--- src/rtl/hazard_ctrl.sv ---
`default_nettype none
// ============================================================================
// Module   : hazard_ctrl
// Brief    : Pipeline hazard controller for load-use, redirect and dmem wait,
//            with saturating lost-cycle counters.
// Revision : 1.0
// ============================================================================
module hazard_ctrl #(
    parameter logic [1:0] LOAD_WBSEL = 2'b01,
    parameter int         CNT_W      = 16
) (
    input  logic             clk,
    input  logic             rst_n,
    input  logic [4:0]       id_rs1addr,
    input  logic [4:0]       id_rs2addr,
    input  logic             id_rs1used,
    input  logic             id_rs2used,
    input  logic [4:0]       ex_rdaddr,
    input  logic             ex_regwr,
    input  logic [1:0]       ex_wbsel,
    input  logic             ex_brtaken,
    input  logic             mem_req,
    input  logic             dmem_ready,
    output logic             pc_hold,
    output logic             if_id_hold,
    output logic             stall,
    output logic             ex_mem_hold,
    output logic             if_id_flush,
    output logic             id_ex_flush,
    output logic [CNT_W-1:0] stall_cnt,
    output logic [7:0]       flush_cnt
);

    typedef enum logic [1:0] {
        ST_RUN     = 2'd0,
        ST_LDUSE   = 2'd1,
        ST_FLUSH   = 2'd2,
        ST_MEMWAIT = 2'd3
    } state_t;

    state_t           r_state;
    state_t           w_state_nxt;
    logic             w_mw;
    logic             w_lu_raw;
    logic             w_lu;
    logic [CNT_W-1:0] r_stall_cnt;
    logic [7:0]       r_flush_cnt;

    assign w_mw     = mem_req & ~dmem_ready;
    assign w_lu_raw = ex_regwr & (ex_wbsel == LOAD_WBSEL) & (ex_rdaddr != 5'd0) &
                      ((id_rs1used & (id_rs1addr == ex_rdaddr)) |
                       (id_rs2used & (id_rs2addr == ex_rdaddr)));
    // The instruction behind a bubble or a squash was already handled; don't re-stall it.
    assign w_lu     = w_lu_raw & (r_state != ST_LDUSE) & (r_state != ST_FLUSH);

    always_ff @(posedge clk or negedge rst_n) begin
        if (!rst_n) begin
            r_state <= ST_RUN;
        end else begin
            r_state <= w_state_nxt;
        end
    end

    always_comb begin
        w_state_nxt = ST_RUN;
        pc_hold     = 1'b0;
        if_id_hold  = 1'b0;
        stall       = 1'b0;
        ex_mem_hold = 1'b0;
        if_id_flush = 1'b0;
        id_ex_flush = 1'b0;
        if (!rst_n) begin
            w_state_nxt = ST_RUN;
        end else if (w_mw) begin
            // A pending redirect stays frozen in EX and is taken once memory is ready.
            pc_hold     = 1'b1;
            if_id_hold  = 1'b1;
            stall       = 1'b1;
            ex_mem_hold = 1'b1;
            w_state_nxt = ST_MEMWAIT;
        end else if (ex_brtaken) begin
            if_id_flush = 1'b1;
            id_ex_flush = 1'b1;
            w_state_nxt = ST_FLUSH;
        end else if (w_lu) begin
            pc_hold     = 1'b1;
            if_id_hold  = 1'b1;
            stall       = 1'b1;
            w_state_nxt = ST_LDUSE;
        end
    end

    always_ff @(posedge clk or negedge rst_n) begin
        if (!rst_n) begin
            r_stall_cnt <= '0;
            r_flush_cnt <= '0;
        end else begin
            if (pc_hold && (r_stall_cnt != {CNT_W{1'b1}})) begin
                r_stall_cnt <= r_stall_cnt + 1'b1;
            end
            if (if_id_flush && (r_flush_cnt != 8'hFF)) begin
                r_flush_cnt <= r_flush_cnt + 8'd1;
            end
        end
    end

    assign stall_cnt = r_stall_cnt;
    assign flush_cnt = r_flush_cnt;

endmodule
`default_nettype wire
--- config.mk ---
export PLATFORM = sky130hd
export DESIGN_NAME = hazard_ctrl
export DESIGN_NICKNAME = d
export VERILOG_FILES = /design/src/rtl/hazard_ctrl.sv
export SDC_FILE = /design/constraint.sdc
export NUM_CORES = 1
export LEC_CHECK = 0
export BUFFER_PORTS_ARGS = -buffer_cell sky130_fd_sc_hd__buf_2
export CAP_MARGIN = 20
export CORE_ASPECT_RATIO = 0.5
export CORE_MARGIN = 2
export CORE_UTILIZATION = 35
export CTS_BUF_LIST = sky130_fd_sc_hd__clkbuf_16
export DETAILED_ROUTE_END_ITERATION = 8
export HOLD_SLACK_MARGIN = 0.06
export MAX_ROUTING_LAYER = met4
export PLACE_DENSITY = 0.71
export SYNTH_ARGS = -nofsm -noshare
export SYNTH_HDL_FRONTEND = slang
export SYNTH_SLANG_ARGS = --single-unit
export TNS_END_PERCENT = 5
--- constraint.sdc ---
create_clock -name clk -period 2.1 [get_ports clk]
set_input_delay 0.42 -clock clk [delete_from_list [all_inputs] [get_ports clk]]
set_output_delay 0.42 -clock clk [all_outputs]
set_load 0.01 [all_outputs]
==> flow_metrics.tcl, run 1 <==
set metrics [dict create \
    fmax_ghz 0.519 \
    skew_ps 4.27 \
    dpl_cell_area_um2 1700 \
    fin_util_pct 46.2 \
    cpPeakStageDelay_ps 210 \
    grt_use_total_pct 14.4 \
    grt-ovfl-total 0 \
    diodes 0 \
    cp-endpoint "stall" \
    synth-seq-cells 26 \
    worst_pin_slew_ps 554 \
    first_pass_iters 4 \
    maxSlewViolCount 0 \
    gp_congestion 0.794 \
    r2r_start "stall_cnt[6]" \
    critPathArrivalTime_ps 1510 \
    fin_nets 216 \
    hold_viol_final 0 \
    clk_pin_slew_worst_paths_ps 60 \
    start_kind "input port" \
    cts_sinks 26 \
    timing.max_cap.violations 0 \
    coreArea_um2 3840 \
    rsz0062_at_grt "false" \
    r2r_cells 5 \
    cts_made_buffers 3 \
    h-tree-depth 1 \
    place_inst 238 \
    outcome "completed" \
    worstPathRequired_ps 1680 \
    drt-total-wl_um 2900 \
    crit_path_end_kind "output pin" \
    vdd_drop_max_mv 0.313 \
    clkLatencyLatePin_ps 260 \
    tns_ps 0 \
    netlist_instances 133 \
    die_x_um 93.0 \
    critPathMaxFanout 4 \
    register_area_um2 651 \
    vias 1129 \
    multi_input_area_um2 691 \
    slew_headroom_pct 62.7 \
    die-area_um2 4510 \
    crit_chain "buf_2 > xnor2_1 > nand4_1 > o22ai_1 > a41oi_2 > inv_2 > buf_2" \
    syn_nets 160 \
    min-delay-path-class "input port to async pin" \
    crit_type "input port to output pin" \
    ys_types 29 \
    ios 55 \
    via_per_inst 4.67 \
    yosysSeqAreaShare_pct 46.9 \
    root_buffer "clkbuf_16" \
    syn_to_final_growth_pct 28.2 \
    mostFrequentLayoutCells "buf_2 (54), xnor2_1 (27), dfrtp_1 (26)" \
    antenna_found_initial 0 \
    instances_no_fill 242 \
    io_buffer_count 54 \
    cts_tree "yes" \
    cp_slowest_cell "o22ai_1" \
    crit_start "ex_rdaddr[2]" \
    drc 0 \
    dr.first_iter.drc_count 45 \
    leakage_nw 0.891 \
    wire_per_inst_um 12.0 \
    synthesis.area_um2 1390 \
    grt_max_degree 27 \
    cellPowerDensity_nw_per_um2 770 \
    dpl.hpwl_um 2270 \
    rows 16 \
    r2r_slack_ps 370 \
    grt_pass1_wl_um 5060 \
    fill_cells 393 \
    yosys_warnings 0 \
    setup_violations 0 \
    drive_gt1_share_pct 36.2 \
    clock_tree.buffer_depth 2 \
    power_mw 1.37 \
    start_util_pct 36.1 \
    final_area_um2 1780 \
    worst_path_most_repeated_cell "buf_2" \
    synth.avg_cell_area_um2 10.4 \
    finalCriticalPeriod_ps 1930 \
    fin_crit_sh_pct 91.7 \
    timing.rr.end "stall_cnt[1]" \
    grt_pass1_vias 1131 \
    final_common_cell "buf_2" \
    fp.dieH_um 48.5 \
    antenna_left 0 \
]
## cells in the mapped netlist
library cell / instances / share of area, %
a31o_2: 1 / 0.63
a41oi_2: 1 / 1.2
and2_1: 1 / 0.45
and2b_2: 1 / 0.63
and3_1: 4 / 1.8
and3_2: 1 / 0.54
and3_4: 1 / 0.81
and4_1: 1 / 0.63
buf_4: 3 / 1.6
buf_6: 1 / 0.81
dfrtp_1: 26 / 47
ha_1: 2 / 1.8
inv_1: 3 / 0.81
mux2_2: 3 / 2.4
nand2_1: 18 / 4.9
nand2b_1: 2 / 0.90
nand3_1: 10 / 3.6
nand4_1: 7 / 3.2
nand4b_1: 1 / 0.63
nor2_1: 6 / 1.6
nor2b_1: 1 / 0.45
nor3_1: 3 / 1.1
nor4b_2: 1 / 1.1
o21ai_0: 1 / 0.36
o221ai_1: 1 / 0.63
o22ai_1: 1 / 0.45
or3_1: 1 / 0.45
xnor2_1: 27 / 17
xor2_1: 4 / 2.5
## timing repair
item	4_1_cts	5_1_grt
hold buffers	0	0
setup buffers	0	0
endpoints found under the setup margin	0	3
gates resized for setup	0	1
## through the flow
stage | hold slack [ps] | setup slack, ps
global route | 245 | 26.6
floorplan | 124 | 324
detailed placement | 482 | 53.9
finish | 210 | 174
global placement | 472 | 121
CTS | 220 | 147
## cell families after synthesis
family | after synthesis | share of synthesized area (%)
DFF | 26 | 46.9
muxes | 3 | 2.44
and+or+nand+nor | 59 | 22.7
adders and majority gates | 2 | 1.80
AOI/OAI and AO/OA | 5 | 3.25
xor gates and xnor gates | 31 | 19.6
buffers and inverters | 7 | 3.25
## worst min-delay path by stage
| stage | from | end |
|---|---|---|
| after floorplan | rst_n | flush_cnt[0] |
| after global placement | stall_cnt[4] | stall_cnt[4] |
| after CTS | rst_n | r_state[1] |
| after global routing | rst_n | r_state[0] |
| final | rst_n | r_state[1] |
| after detailed placement | stall_cnt[9] | stall_cnt[9] |
## layout make-up
type | count | area share (%)
multi-input combinational | 100 | 38.9
tap | 54 | 3.80
inverter | 3 | 0.634
sequential | 26 | 36.6
clock buffer | 3 | 4.23
timing repair buffer | 55 | 15.6
clock inverter | 1 | 0.211
## worst max-delay path: cells and delay by family
kind | cells | cell delay [ps]
AND/OR/NAND/NOR | 1 | 130
AO/OA/AOI/OAI | 2 | 420
XOR/XNOR | 1 | 160
buffers and inverters | 3 | 390
## sequential cells by signal, indices dropped and copies added (netlist names)
name       flops
flush_cnt      8
stall_cnt     16
r_state        2
## where the power goes
part | leakage (nW) | switching, mW | internal, mW
registers | 0.350 | 0.0906 | 0.574
logic | 0.502 | 0.146 | 0.145
clock network | 0.0385 | 0.158 | 0.254
total | 0.891 | 0.395 | 0.973
## metal layers
| metal | routed length [um] | track usage, % | vias to the layer above |
|---|---|---|---|
| li1 | - | - | 566 |
| met1 | 1290 | 17.3 | 538 |
| met2 | 1470 | 24.6 | 20 |
| met3 | 92 | 2.96 | 5 |
| met4 | 47 | 4.41 | 0 |
| met5 | 0 | - | - |
Power figures use the tool's default switching activity.
==> inputs of run 2 (changes only) <==
--- a/config.mk
+++ b/config.mk
@@ -9,12 +9,12 @@
 export CAP_MARGIN = 20
 export CORE_ASPECT_RATIO = 0.5
 export CORE_MARGIN = 2
-export CORE_UTILIZATION = 35
+export CORE_UTILIZATION = 48
 export CTS_BUF_LIST = sky130_fd_sc_hd__clkbuf_16
 export DETAILED_ROUTE_END_ITERATION = 8
 export HOLD_SLACK_MARGIN = 0.06
 export MAX_ROUTING_LAYER = met4
-export PLACE_DENSITY = 0.71
+export PLACE_DENSITY = 0.89
 export SYNTH_ARGS = -nofsm -noshare
 export SYNTH_HDL_FRONTEND = slang
 export SYNTH_SLANG_ARGS = --single-unit
==> run 2 against run 1 <==
Clock power rose by 33%. Die area fell by 26%. Critical endpoint is now pc_hold. Global-route usage rose by 5.0 points. Clock-buffer cell count did not move.
==> flow_metrics.tcl, run 2 (synthesized netlist as in run 1, its figures left out) <==
set metrics [dict create \
    drc 0 \
    min-delay-path-class "input port to async pin" \
    maxSlewViolCount 0 \
    fill_cells 207 \
    coreArea_um2 2670 \
    dp_slack_ps 29.2 \
    die-area_um2 3360 \
    final_common_cell "buf_2" \
    grt_use_total_pct 19.4 \
    crit_start "ex_rdaddr[4]" \
    ios 55 \
    final_area_um2 1800 \
    fin_util_pct 67.3 \
    critPathArrivalTime_ps 1540 \
    cts_sinks 26 \
    root_buffer "clkbuf_16" \
    postCtsSetupBuffers 0 \
    skew_ps 6.51 \
    clock_tree.buffer_depth 2 \
    r2r_slack_ps 330 \
    cts_resized 0 \
    power_mw 1.51 \
    vias 1205 \
    diodes 0 \
    cts_tree "yes" \
    register_area_um2 651 \
    io_buffer_count 54 \
    start_util_pct 52.0 \
    drt-total-wl_um 3080 \
    rsz0062_at_grt "false" \
    vdd_drop_max_mv 0.600 \
    r2r_cells 5 \
    crit_path_end_kind "output pin" \
    gp_congestion 0.778 \
    dpl_cell_area_um2 1680 \
    dpl.hpwl_um 2410 \
    r2r_start "stall_cnt[6]" \
    antenna_found_initial 0 \
    first_pass_iters 4 \
    fp.dieH_um 42 \
    worst_slack_ps 145 \
    multi_input_area_um2 697 \
    critPathMaxFanout 4 \
    cts_made_buffers 3 \
    antenna_left 0 \
    clkLatencyLatePin_ps 260 \
    holdWs_ps 145 \
    worstPathRequired_ps 1680 \
    syn_to_final_growth_pct 29.5 \
    dr.first_iter.drc_count 67 \
    drive_gt1_share_pct 37.6 \
    tns_ps 0 \
    grt-ovfl-total 0 \
    hold_buffers 0 \
    fin_nets 217 \
    fmax_ghz 0.511 \
    die_x_um 80 \
    cp-endpoint "pc_hold" \
    crit_type "input port to output pin" \
    rows 13 \
    finalCriticalPeriod_ps 1960 \
    mostFrequentLayoutCells "buf_2 (54), xnor2_1 (27), dfrtp_1 (26)" \
    timing.rr.end "stall_cnt[1]" \
    grt_pass1_wl_um 4890 \
    start_kind "input port" \
    fin_crit_sh_pct 93.1 \
    setup_violations 0 \
    wire_per_inst_um 13.6 \
    cellPowerDensity_nw_per_um2 842 \
    outcome "completed" \
    via_per_inst 5.33 \
    grt_pass1_vias 1083 \
    worst_pin_slew_ps 559 \
    place_inst 222 \
    hold_viol_final 0 \
    slew_headroom_pct 62.3 \
    instances_no_fill 226 \
    largest_reg_flops 16 \
    leakage_nw 0.909 \
    clk_pin_slew_worst_paths_ps 70 \
    grt_max_degree 16 \
    timing.max_cap.violations 0 \
    h-tree-depth 1 \
]
==> run 2: changes by cell type in the layout (fill, tap and decap cells not counted), sizes merged <==
| cell | previous run | this run |
|---|---|---|
| buf | 55 | 56 |
| bufinv | 0 | 1 |
| clkinv | 1 | 0 |
==> run 2: area by class of cell <==
cell class                 instances  area share [%]
clock inverter                     1            1.67
multi-input combinational        100            38.8
sequential                        26            36.2
inverter                           3           0.627
tap                               37            2.58
clock buffer                       3            4.18
timing repair buffer              56            15.9
==> run 2: metal layers <==
layer | GRT usage, % | wire length [um] | vias to the layer above
met5 | - | 0 | -
met2 | 32.3 | 1530 | 48
met1 | 22.5 | 1250 | 576
met4 | 6.78 | 75 | 0
li1 | - | - | 569
met3 | 5.82 | 220 | 12
==> run 2: how the worst min path moves through the flow <==
stage               start       endpoint  slack, ps  cells after the start
floorplan           rst_n   flush_cnt[0]        120                      0
global placement    rst_n   flush_cnt[0]        420                      2
detailed placement  rst_n  stall_cnt[15]        430                      2
CTS                 rst_n   flush_cnt[0]        150                      2
global route        rst_n  stall_cnt[15]        160                      2
finish              rst_n  stall_cnt[15]        150                      2
==> run 2: critical path: stages <==
cell     delay (ps)
buf_2           120
xnor2_1         160
nand4_1         150
o22ai_2         210
a41oi_2         190
inv_2           130
buf_2           140
==> run 2: power breakdown <==
group | internal [mW] | total, mW | switching (mW)
logic | 0.147 | 0.296 | 0.149
registers | 0.574 | 0.667 | 0.0930
clock network | 0.379 | 0.549 | 0.170
